### config.mk
export PLATFORM = sky130hd
export DESIGN_NAME = pc_fetch_flat
export DESIGN_NICKNAME = d
export VERILOG_FILES = /design/src/rtl/pc_fetch_if.sv /design/src/rtl/pc_fetch.sv /design/src/flat_wrapper.sv
export SDC_FILE = /design/constraint.sdc
export NUM_CORES = 1
export LEC_CHECK = 0
export CAP_MARGIN = 20
export CORE_MARGIN = 2
export CORE_UTILIZATION = 43
export CTS_CLUSTER_SIZE = 10
export DETAILED_ROUTE_END_ITERATION = 16
export HOLD_SLACK_MARGIN = 0.06
export PLACE_DENSITY = 0.86
export SLEW_MARGIN = 20
export SYNTH_ARGS = -nofsm -noshare
export SYNTH_HDL_FRONTEND = slang
export SYNTH_SLANG_ARGS = --single-unit
### constraint.sdc
create_clock -name clk -period 3.3 [get_ports clk]
set_input_delay 0.825 -clock clk [delete_from_list [all_inputs] [get_ports clk]]
set_output_delay 0.825 -clock clk [all_outputs]
set_load 0.005 [all_outputs]
### src/rtl/pc_fetch_if.sv
// Instruction-memory request/response bundle between pc_fetch and the memory.
//   imem_req   : fetch request (pc_fetch -> memory)
//   imem_addr  : fetch address (pc_fetch -> memory)
//   imem_ready : response valid / request complete (memory -> pc_fetch)
//   imem_rdata : fetched instruction word (memory -> pc_fetch)
interface pc_fetch_if;
  logic        imem_req;
  logic [31:0] imem_addr;
  logic        imem_ready;
  logic [31:0] imem_rdata;

  modport master (
    output imem_req,
    output imem_addr,
    input  imem_ready,
    input  imem_rdata
  );

  modport slave (
    input  imem_req,
    input  imem_addr,
    output imem_ready,
    output imem_rdata
  );
endinterface

### src/rtl/pc_fetch.sv
// Program counter and instruction fetch unit.
// Fetches one instruction at PC, holds it for decode until it retires,
// then advances PC according to the next-PC select.
//   clk, rst     : clock, asynchronous active-high reset
//   NPCOp        : next-PC select (000 seq, 001 branch, 010 jal, 100 jalr)
//   IMM, ALUOut  : branch/jal offset, jalr target
//   retire       : held instruction finished; NPCOp/IMM/ALUOut valid
//   stall        : freeze all state
//   imem         : instruction memory request/response (master side)
//   inst         : held instruction, inst_valid marks it awaiting retire
//   PC, PCPLUS4  : address of the held/being-fetched instruction, and PC+4
//   pc_misalign  : sticky, set when a computed next PC was not word aligned
module pc_fetch #(
  parameter logic [31:0] RESET_PC     = 32'h0000_0000,
  parameter bit          ILLEGAL_HALT = 1'b1
) (
  input  logic        clk,
  input  logic        rst,
  input  logic [2:0]  NPCOp,
  input  logic [31:0] IMM,
  input  logic [31:0] ALUOut,
  input  logic        retire,
  input  logic        stall,
  pc_fetch_if.master  imem,
  output logic [31:0] inst,
  output logic        inst_valid,
  output logic [31:0] PC,
  output logic [31:0] PCPLUS4,
  output logic        pc_misalign
);

  typedef enum logic [1:0] {
    FETCH,
    EXEC,
    HALT
  } state_t;

  state_t      state;
  state_t      state_nxt;
  logic [31:0] npc;
  logic        npc_misaligned;
  logic        fetch_done;
  logic        retire_now;
  logic        halt_on_retire;

  always_comb begin
    npc = PC + 32'd4;
    case (NPCOp)
      3'b001,
      3'b010:  npc = PC + IMM;
      3'b100:  npc = {ALUOut[31:1], 1'b0};
      default: npc = PC + 32'd4;
    endcase
  end

  assign npc_misaligned = |npc[1:0];
  assign halt_on_retire = npc_misaligned && ILLEGAL_HALT;
  assign fetch_done     = (state == FETCH) && imem.imem_ready;
  assign retire_now     = (state == EXEC) && retire;

  always_ff @(posedge clk or posedge rst) begin
    if (rst) begin
      state <= FETCH;
    end else if (!stall) begin
      state <= state_nxt;
    end
  end

  // Request is a pure function of state, so a stall (which freezes state)
  // keeps it unchanged; it is masked while reset is held.
  always_comb begin
    state_nxt     = state;
    imem.imem_req = 1'b0;
    case (state)
      FETCH: begin
        imem.imem_req = !rst;
        if (imem.imem_ready) state_nxt = EXEC;
      end
      EXEC: begin
        if (retire) state_nxt = halt_on_retire ? HALT : FETCH;
      end
      HALT:    state_nxt = HALT;
      default: state_nxt = FETCH;
    endcase
  end

  assign imem.imem_addr = PC;
  assign PCPLUS4        = PC + 32'd4;

  // Aligned targets already have npc[1:0]==0, so clearing the low bits
  // covers both the normal load and the non-halting misaligned load.
  always_ff @(posedge clk or posedge rst) begin
    if (rst) begin
      PC          <= RESET_PC;
      inst        <= 32'h0000_0013;
      inst_valid  <= 1'b0;
      pc_misalign <= 1'b0;
    end else if (!stall) begin
      if (fetch_done) begin
        inst       <= imem.imem_rdata;
        inst_valid <= 1'b1;
      end
      if (retire_now) begin
        inst_valid <= 1'b0;
        if (npc_misaligned) pc_misalign <= 1'b1;
        if (!halt_on_retire) PC <= {npc[31:2], 2'b00};
      end
    end
  end

endmodule

### src/flat_wrapper.sv
// flat-port wrapper written by rule: the top's interface ports become plain ports
module pc_fetch_flat 
#(
  parameter logic [31:0] RESET_PC     = 32'h0000_0000,
  parameter bit          ILLEGAL_HALT = 1'b1
)
  (clk, rst, NPCOp, IMM, ALUOut, retire, stall, inst, inst_valid, PC, PCPLUS4, pc_misalign, imem_imem_req, imem_imem_addr, imem_imem_ready, imem_imem_rdata);
  pc_fetch_if imem_i ();
  input  logic clk;
  input  logic rst;
  input  logic [2:0] NPCOp;
  input  logic [31:0] IMM;
  input  logic [31:0] ALUOut;
  input  logic retire;
  input  logic stall;
  output logic [31:0] inst;
  output logic inst_valid;
  output logic [31:0] PC;
  output logic [31:0] PCPLUS4;
  output logic pc_misalign;
  output wire logic [$bits(imem_i.imem_req)-1:0] imem_imem_req;
  output wire logic [$bits(imem_i.imem_addr)-1:0] imem_imem_addr;
  input wire logic [$bits(imem_i.imem_ready)-1:0] imem_imem_ready;
  input wire logic [$bits(imem_i.imem_rdata)-1:0] imem_imem_rdata;
  assign imem_imem_req = imem_i.imem_req;
  assign imem_imem_addr = imem_i.imem_addr;
  assign imem_i.imem_ready = imem_imem_ready;
  assign imem_i.imem_rdata = imem_imem_rdata;
  pc_fetch #(.RESET_PC(RESET_PC), .ILLEGAL_HALT(ILLEGAL_HALT)) u_core (.clk(clk), .rst(rst), .NPCOp(NPCOp), .IMM(IMM), .ALUOut(ALUOut), .retire(retire), .stall(stall), .imem(imem_i), .inst(inst), .inst_valid(inst_valid), .PC(PC), .PCPLUS4(PCPLUS4), .pc_misalign(pc_misalign));
endmodule
Word level (Yosys, flattened, before mapping)

Index checks and enable logic that the tools add are counted.

Input port bits: 104
Bits in registers: 66
Logic and storage cells: 36
Output and inout bits: 131

Bitwise gates (word level): 2
Mux-type cells: 8
Add/subtract/negate cells: 2
Equality and inequality tests: 7
Reduce and logical (&&, ||, !) cells: 12

Operators by type and width:

| cell                                                                  | count |
|---|---|
| 32-bit one-hot mux with 2 select lines                                | 1 |
| 32-bit by 3-bit adder with 32-bit output, second input constant       | 1 |
| 32-bit adder                                                          | 1 |
| 3-bit AND reduction                                                   | 3 |
| 2-bit 2-to-1 mux                                                      | 3 |
| 2-bit one-hot mux with 3 select lines                                 | 1 |
| 2-bit != test, second input constant                                  | 2 |
| 2-bit AND reduction                                                   | 2 |
| 2-bit OR reduction                                                    | 2 |
| 3-bit by 1-bit equality test with 1-bit output, second input constant | 1 |
| 3-bit by 2-bit equality test with 1-bit output, second input constant | 1 |
| 3-bit equality test, second input constant                            | 1 |
| 1-bit 2-to-1 mux                                                      | 3 |
| 2-bit by 1-bit equality test with 1-bit output, second input constant | 1 |
| 2-bit equality test, second input constant                            | 1 |
| 1-bit logical AND                                                     | 2 |
| 2-bit logical NOT                                                     | 1 |
| 1-bit NOT                                                             | 2 |
| 2-bit nonzero test                                                    | 1 |
| 1-bit logical NOT                                                     | 1 |

Logic depth before layout (Yosys ltp)

Gate-level depths: netlist of run 1.

Word-level depth: 7
Gate-level depth with buffers: 12
Depth with buffers taken out: 12

Worst setup path before layout of run 1

No wires, ideal clock.

Path kind: input-to-reg
From: input port IMM[2]
To: register u_core.PC[30]
Path slack: 191 ps
Data required time: 3173 ps
Buffers on the path: 0
Arrival time: 2982 ps
Setup time: 127 ps
Cell stages on the path: 12
Cell sequence: ha_1 -> inv_1 -> fa_1 -> nor2b_1 -> o21ai_0 -> a21boi_0 -> o21ai_0 -> a21oi_1 -> o21ai_0 -> o31ai_1 -> a211oi_1 -> nand3b_1

Cells in the longest elaborated chain, start to end: 2

Ends and longest elaborated chain:

| item                                   | RTL line           | source |
|---|---|---|
| start: declaration                     | flat_wrapper.sv:12 | `input logic [31:0] IMM;` |
| 32-bit adder                           | pc_fetch.sv:50     | `3'b010: npc = PC + IMM;` |
| 32-bit one-hot mux with 2 select lines | pc_fetch.sv:48     | `case (NPCOp)` |
| end signal: assignment                 | pc_fetch.sv:106    | `if (!halt_on_retire) PC <= {npc[31:2], 2'b00};` |
| end: declaration                       | pc_fetch.sv:27     | `output logic [31:0] PC,` |

Every way passes these cells.
A chain may end at the register's enable or synchronous reset.

Worst setup path in the final report of run 1

From: register u_core.PC[7]
To: output port PCPLUS4[17]

Cells in the longest elaborated chain, start to end: 1

Ends and longest elaborated chain:

| item                                     | RTL line           | source |
|---|---|---|
| 32-bit by 3-bit adder with 32-bit output | pc_fetch.sv:88     | `assign PCPLUS4 = PC + 32'd4;` |
| end: declaration                         | flat_wrapper.sv:19 | `output logic [31:0] PCPLUS4;` |

Every way passes these cells.

==> results of run 1 <==
cell type report:
type	count	area, µm²
clock buffer	9	225
tap	168	210
fill	878	3380
sequential	66	1660
inverter	18	67.6
timing repair buffer	323	3010
clock inverter	7	100
multi-input combinational	493	3460
cells in the mapped netlist, types with 10 or more instances:
master and number:
nand2_1 61, a22oi_1 10, a31oi_1 12, xor2_1 15, buf_4 36, inv_1 18
a21o_1 11, dfrtp_1 63, ha_1 30, a221oi_1 11, nor3_1 12, nand3_1 15
xnor2_1 32, o21ai_0 40, mux2_2 34, a21oi_1 47, clkbuf_1 21, nand4_1 11
nor2_1 56
layout by cell type, fill, tap and decap left out, types with 9 or more instances in the layout:
| cell type | instances |
|---|---|
| nand3_1 | 15 |
| xnor2_1 | 29 |
| ha_1 | 29 |
| buf_4 | 95 |
| a31oi_1 | 12 |
| nand4_1 | 11 |
| nor3_1 | 10 |
| xor2_1 | 15 |
| nand2_1 | 61 |
| a21oi_1 | 45 |
| a221oi_1 | 10 |
| dfrtp_1 | 63 |
| a21o_1 | 11 |
| inv_1 | 17 |
| o21ai_0 | 35 |
| clkdlybuf4s50_1 | 217 |
| a22oi_1 | 10 |
| mux2_2 | 34 |
| clkbuf_16 | 9 |
| nor2_1 | 50 |
critical path, stage by stage, from the launching register on:
cell,delay (ns)
dfrtp_1,0.36
and4_4,0.26
buf_4,0.14
nand4_4,0.14
nor2_1,0.15
buf_4,0.16
nand4_1,0.12
xnor2_1,0.21
clkdlybuf4s50_1,0.54
power by group through the flow:
stage               sequential, mW  clock (mW)  combinational (mW)
floorplan                     1.67           0                2.30
global placement              1.53           0                4.89
detailed placement            1.56           0                4.99
CTS                           1.55        1.07                5.03
global route                  1.61        1.11                5.59
finish                        1.56        1.07                5.16
cells by family after synthesis:
kind of cell / count (synthesis) / share of synthesized area, %
AOI/OAI and AO/OA: 170 / 20.1
adders and majority gates: 31 / 7.36
other: 1 / 0.0698
xor gates and xnor gates: 48 / 7.97
DFF: 66 / 30.8
and+or+nand+nor: 201 / 18.2
buffers and inverters: 76 / 7.83
muxes: 37 / 7.69
sequential cells by signal, summed over array words and instances (netlist names):
| name | count |
|---|---|
| u_core.inst | 32 |
| u_core.pc_misalign | 1 |
| u_core.state | 2 |
| u_core.inst_valid | 1 |
| u_core.PC | 30 |
final timing paths:
check / to / cells past startpoint
worst min-delay path: u_core.pc_misalign / 1
min in group asynchronous: u_core.PC[31] / 2
max in group asynchronous: u_core.inst[0] / 3
worst max-delay path: PCPLUS4[17] / 8
worst max register to register: u_core.PC[31] / 14
worst min register to register: u_core.pc_misalign / 1
stage by stage:
stage / setup WS [ns] / cell area, µm² / TNS (ns) / hold WS, ns / utilization (%)
final: 0.0780 / 8730 / 0 / 0.478 / 72.1
after global routing: -0.0237 / 8730 / -0.0370 / 0.533 / 72.1
after CTS: 0.000852 / 8590 / 0 / 0.481 / 70.9
after detailed placement: -0.728 / 8190 / -4.95 / 0.466 / 67.6
after global placement: -0.588 / 8190 / -3.73 / 0.458 / 67.6
after floorplan: 0.191 / 5390 / 0 / 0.459 / -
what timing repair did:
action | 4_1_cts | 5_1_grt
endpoints found under the hold margin | 0 | 0
gates resized for setup | 24 | 23
gates cloned | 0 | 0
endpoints found under the setup margin | 16 | 20
buffers inserted | 4 | 5
pin swaps | 8 | 9
per-layer routing:
metal	wire length (µm)	vias up	GRT usage [%]	share of wire, %
met1	7810	2876	33.5	39
met2	10100	320	51.9	50
met5	0	-	0	0
li1	-	2812	-	-
met4	486	0	11.0	2.4
met3	1720	40	5.91	8.6
==> metrics.log, run 1 <==
INFO  metric detail_route.iter0.violations = 516
INFO  metric dp.cells = 1059
INFO  metric synth_largest_type_area_fraction = 29.4%
INFO  metric cell_types_with_the_largest_area_share_after_synthesis = dfrtp_1 29%, mux2_2 7.1%, ha_1 7.0%
INFO  metric design.final.nets = 1046
INFO  metric worst_clock_skew = 0.0118 ns
INFO  metric power.share.clock = 13.7%
INFO  metric power.density = 893 nW/µm²
INFO  metric globalRouteTotalUtil = 28.8%
INFO  metric combPwrFrac = 66.2%
INFO  metric finish.cell_count_without_fillers = 1084
INFO  metric first_global_vias = 6167
INFO  metric die_width = 116 µm
INFO  metric setup_viol = 0
INFO  metric std_cell_rows = 40
INFO  metric p_int = 4.81 mW
INFO  metric place.detailed.hpwl = 15200 µm
INFO  metric area.growth.synth_to_final = 62.5%
INFO  metric route.final.wire_length = 20100 µm
INFO  metric initial_standard_cell_utilization_of_the_core = 44.3%
INFO  metric area_of_the_core = 12100 µm²
INFO  metric hold_path_startpoint = u_core.pc_misalign
INFO  metric clock_tree_root_buffer_cell = clkbuf_16
INFO  metric end_kind = primary output
INFO  metric worst-slew-pin-transition = 0.833 ns
INFO  metric detail-route-antenna-nets = 0
INFO  metric die_outline_height = 116 µm
INFO  metric ctsHtreeMaxLevel = 3
INFO  metric ff_to_ff_setup_slack = 0.52 ns
INFO  metric die_area = 13400 µm²
INFO  metric worstSetupStartpointType = register
INFO  metric clk_pin_slew_worst_paths = 0.06 ns
INFO  metric postSynthCellCount = 630
INFO  metric number_of_storage_elements_in_the_synthesis_netlist = 66
INFO  metric timing.final.max_slew_violations = 0
INFO  metric number_of_enable_type_register_cells_in_the_synthesized_netlist = 0
INFO  metric p_total = 7.79 mW
INFO  metric dr_total_vias = 6048
INFO  metric power_switching_share = 38.3%
INFO  metric overflow = 0
INFO  metric max-vdd-ir-drop = 0.000426 V
INFO  metric synthArstFlopShare = 100%
INFO  metric number_of_antenna_violations_at_the_first_check_in_global_routing = 0
INFO  metric max_cap_violations = 0
INFO  metric critical_path_peak_fanout = 5
INFO  metric run_status = finished, final reports clean
INFO  metric max_slew_margin = 44.4%
INFO  metric finalCriticalPeriod = 3.22 ns
INFO  metric cts_num_sinks = 66
INFO  metric mappedNetlistArea = 5370 µm²
INFO  metric synth.distinct_cells = 59
INFO  metric io_pins = 235
INFO  metric max_buffers_root_to_sink = 2
INFO  metric wire_length_of_the_first_global_routing_pass = 30300 µm
INFO  metric largest_area_contributor_in_the_netlist = dfrtp_1
INFO  metric avgRoutedWirePerCell = 18.5 µm
INFO  metric hold_buffers = 0
INFO  metric critical_path_start_end_classification = reg -> out
INFO  metric routabilityCongestion = 0.919
INFO  metric leakagePower = 3.80 nW
INFO  metric worst-endpoint-arrival = 2.40 ns
INFO  metric insertion_delay_of_the_later_clocked_pin_in_the_worst_skew_pair = 0.33 ns
INFO  metric antenna_cells_inserted = 0
INFO  metric grt_start_max_net_pins = 45
INFO  metric remaining_drc_errors = 0
INFO  metric cts_tree = yes
INFO  metric min_period_over_period = 97.6%
INFO  metric power_frac_seq = 20.1%
INFO  metric hold_viol = 0
INFO  metric numPortBuffers = 227
INFO  metric worstHoldPathType = reg -> reg
INFO  metric synth_area_per_cell = 8.53 µm²
INFO  metric required = 2.47 ns
INFO  metric drt_pass1_iterations = 5
INFO  metric synthFlopType = dfrtp_1
INFO  metric yosysWarningCount = 0
INFO  metric total_switching_power = 2.98 mW
INFO  metric synth-seq-area-share = 30.8%
INFO  metric startpoint = u_core.PC[7]
INFO  metric drive_above_1_share = 20.6%
INFO  metric rr_startpoint = u_core.PC[9]
INFO  metric cts_inserted_buffers = 9
INFO  metric route.detailed.vias_per_inst = 5.58
INFO  metric fmax_achieved = 310 MHz
Note: power is estimated with default switching activity, not from simulation.
==> inputs of run 2 (changes only) <==
--- a/config.mk
+++ b/config.mk
@@ -7,11 +7,11 @@
 export LEC_CHECK = 0
 export CAP_MARGIN = 20
 export CORE_MARGIN = 2
-export CORE_UTILIZATION = 43
+export CORE_UTILIZATION = 39
 export CTS_CLUSTER_SIZE = 10
 export DETAILED_ROUTE_END_ITERATION = 16
 export HOLD_SLACK_MARGIN = 0.06
-export PLACE_DENSITY = 0.86
+export PLACE_DENSITY = 0.82
 export SLEW_MARGIN = 20
 export SYNTH_ARGS = -nofsm -noshare
 export SYNTH_HDL_FRONTEND = slang
==> constraint.sdc (replaced) <==
create_clock -name clk -period 2.7 [get_ports clk]
set_input_delay 0.675 -clock clk [delete_from_list [all_inputs] [get_ports clk]]
set_output_delay 0.675 -clock clk [all_outputs]
set_load 0.005 [all_outputs]
==> run 2 against run 1 <==
Compared with the run above:
- the run now ends with negative setup slack left
- cell count up 11%
- combinational power up 55%
- register-to-register slack worse by 0.68 ns
- via count increased by 9.9%
- count of clock-buffer cells in the layout is 1 higher
- non-clock buffer count grew 107
- setup slack got worse by 0.33 ns
- sequential share of layout area down 2.8 points
- worst hold slack better by 0.028 ns
- clock power up 11%
- critical path type unchanged
==> metrics.log, run 2 (same netlist as run 1, synthesis figures left out) <==
INFO  metric run_status = finished with violations
INFO  metric violations_in_the_final_reports = negative setup slack
INFO  metric drt_pass1_iterations = 5
INFO  metric route.final.wire_length = 23600 µm
INFO  metric clk_pin_slew_worst_paths = 0.06 ns
INFO  metric place.detailed.hpwl = 15700 µm
INFO  metric routabilityCongestion = 0.945
INFO  metric worstSetupStartpointType = register
INFO  metric cts_num_sinks = 66
INFO  metric required = 2.03 ns
INFO  metric die_width = 121 µm
INFO  metric finalCriticalPeriod = 2.95 ns
INFO  metric std_cell_rows = 42
INFO  metric p_total = 11.1 mW
INFO  metric globalRouteTotalUtil = 29.6%
INFO  metric worst-endpoint-arrival = 2.28 ns
INFO  metric end_kind = primary output
INFO  metric worst_clock_skew = 0.0104 ns
INFO  metric insertion_delay_of_the_later_clocked_pin_in_the_worst_skew_pair = 0.33 ns
INFO  metric route.detailed.vias_per_inst = 5.53
INFO  metric totalNegativeSetupSlack = -1.99 ns
INFO  metric power.density = 1080 nW/µm²
INFO  metric area_of_the_core = 13300 µm²
INFO  metric final.hold.worst_slack = 0.506 ns
INFO  metric cts_tree = yes
INFO  metric grt_start_max_net_pins = 64
INFO  metric numPortBuffers = 227
INFO  metric fmax_achieved = 339 MHz
INFO  metric setup_viol = 16
INFO  metric regs_by_ff_count = u_core.inst: 32 flops, u_core.PC: 30 flops, u_core.state: 2 flops
INFO  metric critical_path_start_end_classification = reg -> out
INFO  metric fillers = 865
INFO  metric initial_standard_cell_utilization_of_the_core = 40.2%
INFO  metric number_of_flip_flops_under_the_largest_register_name = 32
INFO  metric worstHoldPathType = reg -> reg
INFO  metric max_flop_register = u_core.inst
INFO  metric rsz_0062_raised_after_global_routing = yes
INFO  metric ctsHtreeMaxLevel = 3
INFO  metric design.final.nets = 1153
INFO  metric critical_path_peak_fanout = 4
INFO  metric dr_total_vias = 6647
INFO  metric io_pins = 235
INFO  metric drive_above_1_share = 38.8%
INFO  metric max-vdd-ir-drop = 0.000578 V
INFO  metric max_buffers_root_to_sink = 2
INFO  metric detail-route-antenna-nets = 0
INFO  metric layout_setup_ws = -0.252 ns
INFO  metric clock_tree_root_buffer_cell = clkbuf_16
INFO  metric die_area = 14700 µm²
INFO  metric first_global_vias = 6655
INFO  metric leading_cell_type_in_the_layout_fill_and_taps_excluded = clkdlybuf4s50_1
INFO  metric timing.final.max_slew_violations = 0
INFO  metric wire_length_of_the_first_global_routing_pass = 34000 µm
INFO  metric leakagePower = 4.54 nW
INFO  metric overflow = 0
INFO  metric die_outline_height = 121 µm
INFO  metric number_of_antenna_violations_at_the_first_check_in_global_routing = 3
INFO  metric remaining_drc_errors = 0
INFO  metric cts_inserted_buffers = 9
INFO  metric avgRoutedWirePerCell = 19.6 µm
INFO  metric hold_buffers = 0
INFO  metric min_period_over_period = 109%
INFO  metric area.growth.synth_to_final = 91.0%
INFO  metric max_cap_violations = 0
INFO  metric hold_viol = 0
INFO  metric detail_route.iter0.violations = 554
INFO  metric mostFrequentLayoutCells = 184 x clkdlybuf4s50_1, 171 x buf_4, 60 x dfrtp_1, 58 x nand2_1, 45 x nor2_1
-- run 2: timing repair --
action                                  in CTS  in global routing
pin swaps                                   80                 73
endpoints found under the setup margin      44                 46
resized for setup                          173                 92
setup buffers                               40                 27
-- run 2: metrics by stage --
step	std cells	instance area, µm²	worst slack (ns)	utilization [%]
floorplan	635	5430	0.00389	-
global placement	1123	8670	-0.625	65.0
detailed placement	1123	8670	-0.661	65.0
CTS	1177	9670	-0.228	72.5
global route	1202	10300	-0.293	76.9
finish	1202	10300	-0.252	76.9
-- run 2: layer usage --
metal	vias to the layer above	routed length (µm)	track usage [%]	part of all wire [%]
li1	3030	-	-	-
met1	3152	8670	33.4	37
met2	380	11900	52.5	50
met3	85	1970	5.97	8.4
met4	0	1050	15.4	4.5
met5	-	0	0	0
-- run 2: area by class of cell --
class                   count  area [µm²]  area share, %
diodes                      3        7.51         0.0732
multi-input cells         493        4160           40.5
clock inverters             6        68.8          0.671
clock buffers              10         229           2.23
repair buffers            430        3850           37.5
well taps                 176         220           2.15
flip-flops and latches     66        1660           16.2
inverters                  18        67.6          0.659
-- run 2: critical path, cell delays in order (launching register included) --
cell	delay, ns
dfrtp_1	0.36
and4_4	0.24
nand4_1	0.24
buf_4	0.24
buf_6	0.10
or4_4	0.45
xnor2_2	0.16
buf_2	0.14
-- run 2: worst paths after layout --
| check | start | endpoint | slack [ns] | cells past startpoint |
|---|---|---|---|---|
| min | u_core.inst[14] | u_core.inst[14] | 0.51 | 1 |
| max reg2reg | u_core.PC[4] | u_core.PC[23] | -0.16 | 18 |
| max in group asynchronous | rst | u_core.inst[1] | 1.51 | 3 |
| min in group asynchronous | rst | u_core.pc_misalign | 0.57 | 2 |
| max | u_core.PC[16] | PCPLUS4[28] | -0.25 | 7 |
| min reg2reg | u_core.inst[14] | u_core.inst[14] | 0.51 | 1 |
-- run 2: report_power, final --
part / total (mW) / switching, mW / internal (mW)
Clock: 1.19 / 0.469 / 0.717
Combinational: 8.00 / 3.50 / 4.50
Sequential: 1.89 / 0.401 / 1.49
==> inputs of run 3 (changes only) <==
--- a/config.mk
+++ b/config.mk
@@ -5,7 +5,7 @@
 export SDC_FILE = /design/constraint.sdc
 export NUM_CORES = 1
 export LEC_CHECK = 0
-export CAP_MARGIN = 20
+export CAP_MARGIN = 10
 export CORE_MARGIN = 2
 export CORE_UTILIZATION = 39
 export CTS_CLUSTER_SIZE = 10
==> results of run 3 <==
Final layout, timing and power as in run 2 (identical DEF).
